$ cat src/rtl/oled_pkg.sv
// oled_pkg: shared framebuffer geometry, SSD1306-style command codes and parser states
package oled_pkg;
  localparam int FB_COLS = 128;
  localparam int FB_PAGES = 8;
  localparam int FB_ADDR_W = 10;
  localparam logic [7:0] CMD_COL_ADDR = 8'h21;
  localparam logic [7:0] CMD_PAGE_ADDR = 8'h22;
  localparam logic [6:0] COL_MAX = 7'(FB_COLS - 1);
  localparam logic [2:0] PAGE_MAX = 3'(FB_PAGES - 1);
  typedef enum logic [2:0] {IDLE, COL_START, COL_END, PG_START, PG_END} parser_state_t;
endpackage

$ cat src/rtl/spi_byte_rx.sv
// spi_byte_rx: synchronizes raw SPI pins into the clock domain and assembles MSB-first bytes.
// Ports: clock/reset (async active-low); spi_sck, spi_mosi, spi_cs_n, spi_dc raw pins;
// byte_valid one-cycle strobe with byte_data and byte_dc (dc sampled with the 8th bit);
// cs_active is the synchronized chip select.
module spi_byte_rx (
  input  logic       clock,
  input  logic       reset,
  input  logic       spi_sck,
  input  logic       spi_mosi,
  input  logic       spi_cs_n,
  input  logic       spi_dc,
  output logic       byte_valid,
  output logic [7:0] byte_data,
  output logic       byte_dc,
  output logic       cs_active
);
  logic [1:0] sck_s, mosi_s, cs_s, dc_s;
  logic       sck_d;
  logic [2:0] cnt;
  logic [6:0] sh;
  logic       rise;
  assign rise = sck_s[1] & ~sck_d;
  assign cs_active = ~cs_s[1];
  always_ff @(posedge clock or negedge reset)
    if (!reset) begin
      sck_s <= 2'b00;
      mosi_s <= 2'b00;
      cs_s <= 2'b11;
      dc_s <= 2'b11;
      sck_d <= 1'b0;
      cnt <= 3'd0;
      sh <= 7'd0;
      byte_valid <= 1'b0;
      byte_data <= 8'd0;
      byte_dc <= 1'b1;
    end else begin
      sck_s <= {sck_s[0], spi_sck};
      mosi_s <= {mosi_s[0], spi_mosi};
      cs_s <= {cs_s[0], spi_cs_n};
      dc_s <= {dc_s[0], spi_dc};
      sck_d <= sck_s[1];
      byte_valid <= 1'b0;
      if (cs_s[1]) begin
        cnt <= 3'd0;
        sh <= 7'd0;
      end else if (rise) begin
        cnt <= cnt + 3'd1;
        sh <= {sh[5:0], mosi_s[1]};
        if (cnt == 3'd7) begin
          byte_valid <= 1'b1;
          byte_data <= {sh, mosi_s[1]};
          byte_dc <= dc_s[1];
        end
      end
    end
endmodule

$ cat src/rtl/oled_spi_rx.sv
// oled_spi_rx: OLED SPI sink that turns display-data bytes into framebuffer byte writes.
// Ports: clock/reset (async active-low); spi_sck/spi_mosi/spi_cs_n/spi_dc raw SPI pins;
// pix_valid/pix_addr/pix_data framebuffer write (addr = page*128 + column);
// frame_start pulses with the write that wraps the pointer to the window origin; busy = CS active.
// Define OLED_CMD_DECODE_EN to decode 0x21/0x22 address-window commands; otherwise the
// window is the full screen and any command byte returns the pointer to 0.
module oled_spi_rx
  import oled_pkg::*;
(
  input  logic                 clock,
  input  logic                 reset,
  input  logic                 spi_sck,
  input  logic                 spi_mosi,
  input  logic                 spi_cs_n,
  input  logic                 spi_dc,
  output logic                 pix_valid,
  output logic [FB_ADDR_W-1:0] pix_addr,
  output logic [7:0]           pix_data,
  output logic                 frame_start,
  output logic                 busy
);
  logic       byte_valid, byte_dc, cmd, ptr_rst, col_wrap, page_wrap;
  logic [7:0] byte_data;
  logic [6:0] col, col_start, col_end;
  logic [2:0] page, pg_start, pg_end;
  spi_byte_rx u_rx (
    .clock(clock),
    .reset(reset),
    .spi_sck(spi_sck),
    .spi_mosi(spi_mosi),
    .spi_cs_n(spi_cs_n),
    .spi_dc(spi_dc),
    .byte_valid(byte_valid),
    .byte_data(byte_data),
    .byte_dc(byte_dc),
    .cs_active(busy)
  );
  assign cmd = byte_valid & ~byte_dc;
`ifdef OLED_CMD_DECODE_EN
  parser_state_t state, state_nx;
  always_comb begin
    state_nx = state;
    if (cmd)
      case (state)
        IDLE:      state_nx = byte_data == CMD_COL_ADDR ? COL_START :
                              byte_data == CMD_PAGE_ADDR ? PG_START : IDLE;
        COL_START: state_nx = COL_END;
        PG_START:  state_nx = PG_END;
        default:   state_nx = IDLE;
      endcase
  end
  always_ff @(posedge clock or negedge reset)
    if (!reset) begin
      state <= IDLE;
      col_start <= 7'd0;
      col_end <= COL_MAX;
      pg_start <= 3'd0;
      pg_end <= PAGE_MAX;
    end else begin
      state <= state_nx;
      if (cmd && state == COL_START) col_start <= byte_data[6:0];
      if (cmd && state == COL_END) col_end <= byte_data[6:0];
      if (cmd && state == PG_START) pg_start <= byte_data[2:0];
      if (cmd && state == PG_END) pg_end <= byte_data[2:0];
    end
  // The start registers were written by the previous argument, so they are already valid here.
  assign ptr_rst = cmd && (state == COL_END || state == PG_END);
`else
  assign col_start = 7'd0;
  assign col_end = COL_MAX;
  assign pg_start = 3'd0;
  assign pg_end = PAGE_MAX;
  assign ptr_rst = cmd;
`endif
  assign col_wrap = col == col_end || col == COL_MAX;
  assign page_wrap = page == pg_end || page == PAGE_MAX;
  always_ff @(posedge clock or negedge reset)
    if (!reset) begin
      pix_valid <= 1'b0;
      frame_start <= 1'b0;
      pix_addr <= '0;
      pix_data <= 8'd0;
      col <= 7'd0;
      page <= 3'd0;
    end else begin
      pix_valid <= 1'b0;
      frame_start <= 1'b0;
      if (byte_valid && byte_dc) begin
        pix_valid <= 1'b1;
        pix_addr <= {page, col};
        pix_data <= byte_data;
        col <= col_wrap ? col_start : col + 7'd1;
        if (col_wrap) begin
          page <= page_wrap ? pg_start : page + 3'd1;
          frame_start <= page_wrap;
        end
      end else if (ptr_rst) begin
        col <= col_start;
        page <= pg_start;
      end
    end
endmodule

$ cat config.mk
export PLATFORM = sky130hd
export DESIGN_NAME = oled_spi_rx
export DESIGN_NICKNAME = d
export VERILOG_FILES = /design/src/rtl/oled_pkg.sv /design/src/rtl/spi_byte_rx.sv /design/src/rtl/oled_spi_rx.sv
export SDC_FILE = /design/constraint.sdc
export NUM_CORES = 1
export LEC_CHECK = 0
export ABC_AREA = 1
export BUFFER_PORTS_ARGS = -buffer_cell sky130_fd_sc_hd__buf_2
export CORE_MARGIN = 5
export CORE_UTILIZATION = 56
export CTS_CLUSTER_SIZE = 12
export DETAILED_ROUTE_END_ITERATION = 16
export PLACE_DENSITY_LB_ADDON = 0.1
export SYNTH_ARGS = -nofsm -noshare
export SYNTH_HDL_FRONTEND = slang
export SYNTH_SLANG_ARGS = --single-unit
$ cat constraint.sdc
create_clock -name clock -period 1.6 [get_ports clock]
set_input_delay 0.32 -clock clock [delete_from_list [all_inputs] [get_ports clock]]
set_output_delay 0.32 -clock clock [all_outputs]
set_load 0.03 [all_outputs]
### Word level (Yosys, flattened, before mapping)

Cells that the tools add are included.

| storage, ports and cells | value |
|---|---|
| bits in registers | 59 |
| input bits | 6 |
| output and inout port bits | 21 |
| logic and storage cells | 50 |

| operators by class | value |
|---|---|
| $add $sub $neg | 3 |
| equality and inequality tests | 4 |
| muxes and demuxes | 17 |
| bitwise gates (word level) | 5 |
| reduce and logical (&&, ||, !) cells | 5 |

Operator list:

| kind | count |
|---|---|
| 7-bit 2-to-1 mux | 5 |
| 3-bit 2-to-1 mux | 6 |
| 7-bit by 1-bit adder with 7-bit output (second input constant) | 1 |
| 7-bit == test (second input constant) | 1 |
| 3-bit by 1-bit adder with 3-bit output (second input constant) | 2 |
| 3-bit == test (second input constant) | 2 |
| 1-bit 2-to-1 mux | 6 |
| 2-bit nonzero test | 2 |
| 1-bit inverter | 3 |
| 3-bit AND reduction | 1 |
| 1-bit AND | 2 |
| 2-bit inequality test (second input constant) | 1 |
| 2-bit AND reduction | 1 |
| 1-bit logical AND | 1 |

### Depth between registers and ports, before layout

Gate-level depths: netlist of the first run.

| logic depth | value |
|---|---|
| depth in word-level cells | 4 |
| mapped depth | 7 |
| depth with buffers taken out | 7 |

### Hierarchy

A second synthesis of the first run with hierarchy kept.

| second synthesis, totals | value |
|---|---|
| cells, all modules | 244 |
| area, all modules | 2367.3 um^2 |

By module, submodules not included:

| module | instances | cells an instance | area each (um^2) | seq. area each (um^2) |
|---|---|---|---|---|
| oled_spi_rx | 1 | 144 | 1275.0 | 750.7 |
| spi_byte_rx | 1 | 100 | 1092.3 | 732.0 |

### Worst setup path before layout of the first run

Ideal clock, no wire load.

| path | value |
|---|---|
| kind | reg-to-reg |
| start | register u_rx.cnt[0] |
| end | register u_rx.byte_data[4] |
| setup time | 0.126 ns |
| arrival time | 1.096 ns |
| required time | 1.474 ns |
| setup slack | 0.377 ns |
| cell stages (with the launch flop) | 7 |
| path buffers | 0 |
| clock period less this slack | 1.223 ns |
| cell sequence | dfrtp_1 > ha_1 > ha_1 > inv_1 > nor2_4 > inv_2 > o21ai_0 |

| on the way | value |
|---|---|
| word-level cells in the longest chain between the ends | 2 |

Ends and longest elaborated chain:

| what | RTL line | RTL |
|---|---|---|
| start, declared | spi_byte_rx.sv:19 | `logic [2:0] cnt;` |
| start signal, assigned | spi_byte_rx.sv:47 | `cnt <= cnt + 3'd1;` |
| 3-bit == test | spi_byte_rx.sv:49 | `if (cnt == 3'd7) begin` |
| 3-bit AND reduction (no source line) | - |  |
| end signal, assigned | spi_byte_rx.sv:51 | `byte_data <= {sh, mosi_s[1]};` |
| end, declared | spi_byte_rx.sv:13 | `output logic [7:0] byte_data,` |

No other way between the ends.
A chain may end at the register's enable or synchronous reset.

### Final worst setup path of the first run

| path | value |
|---|---|
| start | register u_rx.cs_s[1] |
| end | output port busy |

| on the way | value |
|---|---|
| word-level cells in the longest chain between the ends | 1 |

Ends and longest elaborated chain:

| what | RTL line | RTL |
|---|---|---|
| start, declared | spi_byte_rx.sv:17 | `logic [1:0] sck_s, mosi_s, cs_s, dc_s;` |
| start signal, assigned | spi_byte_rx.sv:39 | `cs_s <= {cs_s[0], spi_cs_n};` |
| 1-bit inverter (no source line) | - |  |
| end, declared | oled_spi_rx.sv:20 | `output logic busy` |

No other way between the ends.

==> metrics.md, run 1 <==
| Metric | Value |
|---|---|
| Worst relative slew slack | 80.0% |
| Pins Over Slew Limit | 0 |
| First drt pass iteration count | 4 |
| Starting density of the core | 57.2% |
| Reg2reg path depth | 7 |
| Number of fillers in the final layout | 275 |
| WHS Path Cells | 1 |
| Die Area | 5400 µm² |
| Vias in the first global route | 1546 |
| Share of layout cells above drive strength 1 | 22.6% |
| Hold WC Path Type | in2reg |
| Remaining DRCs | 0 |
| Vias per cell | 4.92 |
| Worst path required time | 1.28 ns |
| CTS Sinks | 59 |
| Critical Path AT | 1.13 ns |
| Ports | 27 |
| Post-DP HPWL | 2420 µm |
| Global-route wire length before repair | 6720 µm |
| Clk_lat worst skew | roughly 0.33 ns |
| Sequential share of the synthesized area | between 60 and 70% |
| Pre-CTS WS | 0.262 ns |
| Avg Cell Area, Syn | about 10 µm² |
| Initial antenna violation count | 0 |
| FF-to-FF setup slack | 0.26 ns |
| Worst VDD drop | 0.752 mV |
| CP Max Fanout | 7 |
| Fmax | 0.690 GHz |
| Startpoint Class | flip-flop |
| P_leak | 1.39 nW |
| Syn. warnings | 0 |
| CORE AREA | roughly 4000 µm² |
| Cells after Synth | 215 |
| Register area | 1480 µm² |
| CP Class | reg2out |
| Buffers on Ports | 26 |
| Max-cap violations | 0 |
| WL per Instance | between 10 and 15 µm |
| CTS tree | built |
| Setup WS post-layout | 0.152 ns |
| Area occupied by multi-input gates | 648 µm² |
| Detail Route Antenna Nets | 0 |
| Final Hold Vio Count | 0 |
| RSZ-0062 raised after global routing | no |
| Setup TNS Final | 0 ns |
| CTS max path bufs | 2 |
| Die X | 73.5 µm |
| Antenna diode count | 0 |
| Status | completed |
| Crit. End Element | output port |
| Worst-Margin Slew | 0.299 ns |
| Largest net degree at the start of global routing | 60 |
| PD cells | 1250 nW/µm² |
| Die Height | roughly 73 µm |
| Setup Skew | 0.00390 ns |
| Nets | 263 |
| GP Congestion | 0.741 |
| Design Power | 0.00343 W |
| CTS buffer count | 9 |
| Post-CTS Setup Bufs | 0 |
| Worst-path clk slew | 0.07 ns |
| Iter 0 DRT Violations | 96 |
| Final min period | about 1.4 ns |
| Final setup vio count | 0 |
| Layout area overhead | 21.1% |
| Total number of vias | 1511 |
| Synth cell types | 22 |
| Syn nets | 226 |
| Commonest cells after routing, fill and taps aside | 64 x nand2_1, 54 x dfrtp_1, 26 x buf_2 |
| #FFs+latches synth | 59 |
| Gr usage total | 16.4% |
| Leading cell type in the layout, fill and taps excluded | nand2_1 |
| Row count | 23 |
| Period Utilization, post-route | just over 90% |
| Clock root cell | clkbuf_8 |
| GR Overflow Total | 0 |
| Mapped Area | about 2300 µm² |
| H-tree depth | 3 |
| DRT Wirelength | around 3700 µm |
synthesized netlist by cell type:
cell,instances,area share [%]
inv_1,20,3.3
mux2i_1,1,0.44
nor2_1,6,1.0
clkbuf_1,1,0.17
xor2_1,2,0.78
o21ai_0,18,4.0
clkinv_2,1,0.22
nand3_1,13,2.9
nand2_2,2,0.55
ha_1,5,2.8
dfrtp_1,54,60
nand2_1,64,11
buf_6,3,1.5
dfstp_2,5,5.8
nand4_1,2,0.55
a21oi_1,1,0.22
nand3_4,1,0.78
nor2_4,2,1.0
o22ai_1,7,1.9
nor2_2,1,0.28
o21ai_1,4,0.89
inv_2,2,0.33
where the power goes:
part	leakage [nW]	switching (W)	internal (W)
clock network	0.137	0.000562	0.00128
registers	0.794	0.00000784	0.00151
logic	0.457	0.0000475	0.0000186
sequential cells by signal (all words and copies together) (netlist names), 2 cells and up:
register / count
col: 7
u_rx.byte_data: 8
page: 3
u_rx.sh: 7
u_rx.mosi_s: 2
pix_addr: 10
u_rx.cs_s: 2
pix_data: 8
u_rx.cnt: 3
u_rx.dc_s: 2
u_rx.sck_s: 2
layout make-up:
cell class / count / area share [%]
clock buffer: 12 / 5.68
tap: 50 / 2.29
timing repair buffer: 30 / 6.41
sequential: 59 / 54.3
inverter: 23 / 3.21
multi-input combinational: 129 / 23.7
clock inverter: 4 / 4.40
cell families after synthesis:
group	after synthesis	share of synthesized area, %
simple gates	91	17.7
flops	59	65.7
compound gates	30	7.04
buf+inv	27	5.55
fa+ha+maj	5	2.77
xor+xnor	2	0.777
mux	1	0.444
metrics by stage:
| step | hold slack (ns) | instance area [µm²] | utilization, % | instances |
|---|---|---|---|---|
| 2_1_floorplan | 0.0244 | 2260 | - | 215 |
| 3_3_place_gp | 0.334 | 2450 | 62.0 | 290 |
| 3_5_place_dp | 0.336 | 2450 | 62.0 | 290 |
| 4_1_cts | 0.0689 | 2730 | 69.3 | 307 |
| 5_1_grt | 0.0594 | 2730 | 69.3 | 307 |
| 6_report | 0.0808 | 2730 | 69.3 | 307 |
worst max-delay path, cell delays in order, from the launching register on:
cell     delay [ns]
dfstp_2        0.54
inv_2          0.07
buf_2          0.18
path summary, 6_finish.rpt:
| kind | endpoint | start |
|---|---|---|
| worst min-delay path | u_rx.dc_s[0] | spi_dc |
| max in group asynchronous | u_rx.byte_dc | reset |
| worst max-delay path | busy | u_rx.cs_s[1] |
| worst min register to register | u_rx.mosi_s[1] | u_rx.mosi_s[0] |
| min in group asynchronous | pix_data[1] | reset |
| worst max register to register | u_rx.byte_data[4] | u_rx.cnt[0] |
routing by layer:
layer | wire length (µm) | global-route usage [%] | vias up
met5 | 0 | 0 | -
met4 | 57 | 6.64 | 0
met3 | 159 | 5.75 | 9
met2 | 1800 | 26.2 | 23
met1 | 1720 | 20.4 | 712
li1 | - | - | 767
repair_timing:
action	in CTS	in global routing
hold buffers	1	0
endpoints found under the setup margin	0	0
endpoints found under the hold margin	54	0
resized for setup	0	0
(Power assumes the default switching activity.)
==> run 2, diff against run 1 <==
--- a/config.mk
+++ b/config.mk
@@ -8,4 +8,5 @@
 export ABC_AREA = 1
 export BUFFER_PORTS_ARGS = -buffer_cell sky130_fd_sc_hd__buf_2
+export CAP_MARGIN = 20
 export CORE_MARGIN = 5
 export CORE_UTILIZATION = 56
==> constraint.sdc (replaced) <==
create_clock -name clock -period 1.6 [get_ports clock]
set_input_delay 0.32 -clock clock [delete_from_list [all_inputs] [get_ports clock]]
set_output_delay 0.32 -clock clock [all_outputs]
set_load 0.1 [all_outputs]
==> metrics.md, run 2 (synthesis results as in run 1) <==
| Metric | Value |
|---|---|
| Status | completed |
| Crit. End Element | output port |
| Sw Share | 21.9% (+3.9 points) |
| Largest registers | pix_addr x10, pix_data x8, u_rx.byte_data x8 |
| H-tree depth | 3 (unchanged) |
| Clk_lat worst skew | 0.33 ns (about the same) |
| Gate power share | 2.5% (+0.6 points) |
| Ports | 27 (unchanged) |
| CP Max Fanout | 7 (unchanged) |
| Final min period | 1.50 ns (+0.0470 ns) |
| Dpl cell area | 2450 µm² (unchanged) |
| RSZ-0062 raised after global routing | no |
| P_leak | 1.34 nW (-3.3%) |
| Detail Route Antenna Nets | 0 (unchanged) |
| Period Utilization, post-route | 93.5% (+2.9 points) |
| PD cells | 1100 nW/µm² (-12%) |
| Final Hold Vio Count | 0 (unchanged) |
| Worst-path clk slew | 0.06 ns (about the same) |
| Commonest cells after routing, fill and taps aside | 64 x nand2_1, 54 x dfrtp_1, 25 x buf_2 |
| Worst Setup SP | u_rx.cs_s[1] |
| Share of layout cells above drive strength 1 | 23.0% (+0.39 points) |
| Post-route cell area | 2660 µm² (-2.6%) |
| GP Congestion | 0.743 (+0.15%) |
| Starting density of the core | 57.2% (unchanged) |
| Critical Path AT | 1.18 ns (+0.05 ns) |
| CP Class | reg2out |
| Switch Pwr | 0.000642 W (+4.1%) |
| WL per Instance | 11.8 µm (-2.7%) |
| CTS tree | built |
| Critical Path, Cell by Cell | inv_2 > buf_4 |
| Setup Skew | 0.00845 ns (+0.00455 ns) |
| Iter 0 DRT Violations | 80 (-17%) |
| Nets | 263 (unchanged) |
| Pins Over Slew Limit | 0 (unchanged) |
| CTS max path bufs | 2 (unchanged) |
| CORE AREA | 3940 µm² (unchanged) |
| Biggest register | pix_addr |
| Post-DP HPWL | 2460 µm (+1.8%) |
| Worst r2r src | u_rx.cnt[0] |
| Die Area | 5400 µm² (unchanged) |
| Final setup vio count | 0 (unchanged) |
| Number of fillers in the final layout | 307 (+12%) |
| Remaining DRCs | 0 (unchanged) |
| Crit path largest cell delay | 0.53 ns (about the same) |
| Number of flip-flops in the largest register | 10 (unchanged) |
| Total number of vias | 1513 (+0.13%) |
| Antenna diode count | 0 (unchanged) |
| Buffers on Ports | 26 (unchanged) |
| Fmax | 0.669 GHz (-3.1%) |
| Vias in the first global route | 1476 (-4.5%) |
| Worst-Margin Slew | 0.493 ns (+0.194 ns) |
| Sequential group share of total power | 51.9% (+7.5 points) |
| Clock root cell | clkbuf_8 |
| Gr usage total | 16.1% (-0.29 points) |
| Global-route wire length before repair | 6350 µm (-5.5%) |
| Largest net degree at the start of global routing | 60 (unchanged) |
| First drt pass iteration count | 4 (unchanged) |
| Hold WC Path Type | in2reg |
| Max-cap violations | 0 (unchanged) |
| Row count | 23 (unchanged) |
| Setup TNS Final | 0 ns (unchanged) |
| Worst path required time | 1.28 ns (about the same) |
| Pint | 0.00229 W (-19%) |
| GR Overflow Total | 0 (unchanged) |
| Die Height | 73.5 µm (unchanged) |
| Worst path bufs/invs | 2 (unchanged) |
| Hold Path Origin | spi_dc |
| Clk network pwr share | 45.7% (-8.0 points) |
| CTS Sinks | 59 (unchanged) |
| Worst VDD drop | 0.689 mV (-8.4%) |
| Leading cell type in the layout, fill and taps excluded | nand2_1 |
| CTS buffer count | 9 (unchanged) |
| Worst relative slew slack | 67.4% (-13 points) |
| Startpoint Class | flip-flop |
| CP top delay family | flip-flops |
| Die X | 73.5 µm (unchanged) |
| Vias per cell | 4.93 (+0.13%) |
| DRT Wirelength | 3630 µm (-2.7%) |
| Slowest library cell on the worst path | dfstp_2 |
| Initial antenna violation count | 0 (unchanged) |
| Layout area overhead | 18.0% |
## run 2: cell count changes in the layout (fill, tap and decap cells not counted)
cell and delta:
clkinvlp_4 +4, bufinv_16 -3, buf_2 -1, buf_4 +1, clkbuf_1 -1, clkbuf_8 -1, clkinv_2 +1
## run 2: repair_timing
| item | 4_1_cts | 5_1_grt |
|---|---|---|
| hold endpoints to repair | 54 | 0 |
| setup endpoints to repair | 1 | 0 |
| gates resized for setup | 1 | 0 |
| setup buffers | 0 | 0 |
| hold buffers | 1 | 0 |
## run 2: per-stage QoR
step	setup WS [ns]	hold WS (ns)	cells	utilization [%]	power [W]
after floorplan	0.169	0.0244	215	-	0.00157
after CTS	0.0831	0.0661	307	67.5	0.00297
after global placement	0.279	0.332	290	62.0	0.00162
after detailed placement	0.262	0.336	290	62.0	0.00162
after global routing	0.0524	0.0517	307	67.5	0.00306
final	0.105	0.0875	307	67.5	0.00293
## run 2: per-layer routing
layer  part of all wire [%]  GRT usage [%]
met1                     43           18.0
met5                      0              0
met2                     50           25.7
met4                    2.1           9.46
met3                    4.6           6.84
## run 2: power groups by stage
stage / registers [W] / clock network, W / logic, W
4_1_cts: 0.00152 / 0.00137 / 0.0000754
3_3_place_gp: 0.00155 / 0 / 0.0000729
5_1_grt: 0.00152 / 0.00145 / 0.0000843
2_1_floorplan: 0.00155 / 0 / 0.0000278
6_report: 0.00152 / 0.00134 / 0.0000727
3_5_place_dp: 0.00155 / 0 / 0.0000729
## run 2: area by class of cell
cell class / count / area, µm² / share of cell area [%]
Clock inverter: 6 / 65.1 / 2.44
Multi-Input combinational cell: 129 / 648 / 24.4
Tap cell: 50 / 62.6 / 2.35
Clock buffer: 10 / 138 / 5.17
Sequential cell: 59 / 1480 / 55.7
Inverter: 23 / 87.6 / 3.29
Timing Repair Buffer: 30 / 178 / 6.68
## run 2: path summary, 6_finish.rpt
path | end | slack [ns] | depth (start not counted)
worst max register to register | u_rx.byte_data[3] | 0.26 | 6
max in group asynchronous | u_rx.byte_dc | 0.78 | 3
worst min-delay path | u_rx.dc_s[0] | 0.09 | 1
worst max-delay path | busy | 0.10 | 2
worst min register to register | u_rx.mosi_s[1] | 0.35 | 0
min in group asynchronous | col[4] | 0.52 | 3
## run 2: worst register-to-register path: cells and delay by family, from the launching register on
kind,cells,cell delay [ns]
buf+inv,2,0.27
fa+ha+maj,2,0.37
flops,1,0.39
simple gates,1,0.08
compound gates,1,0.09
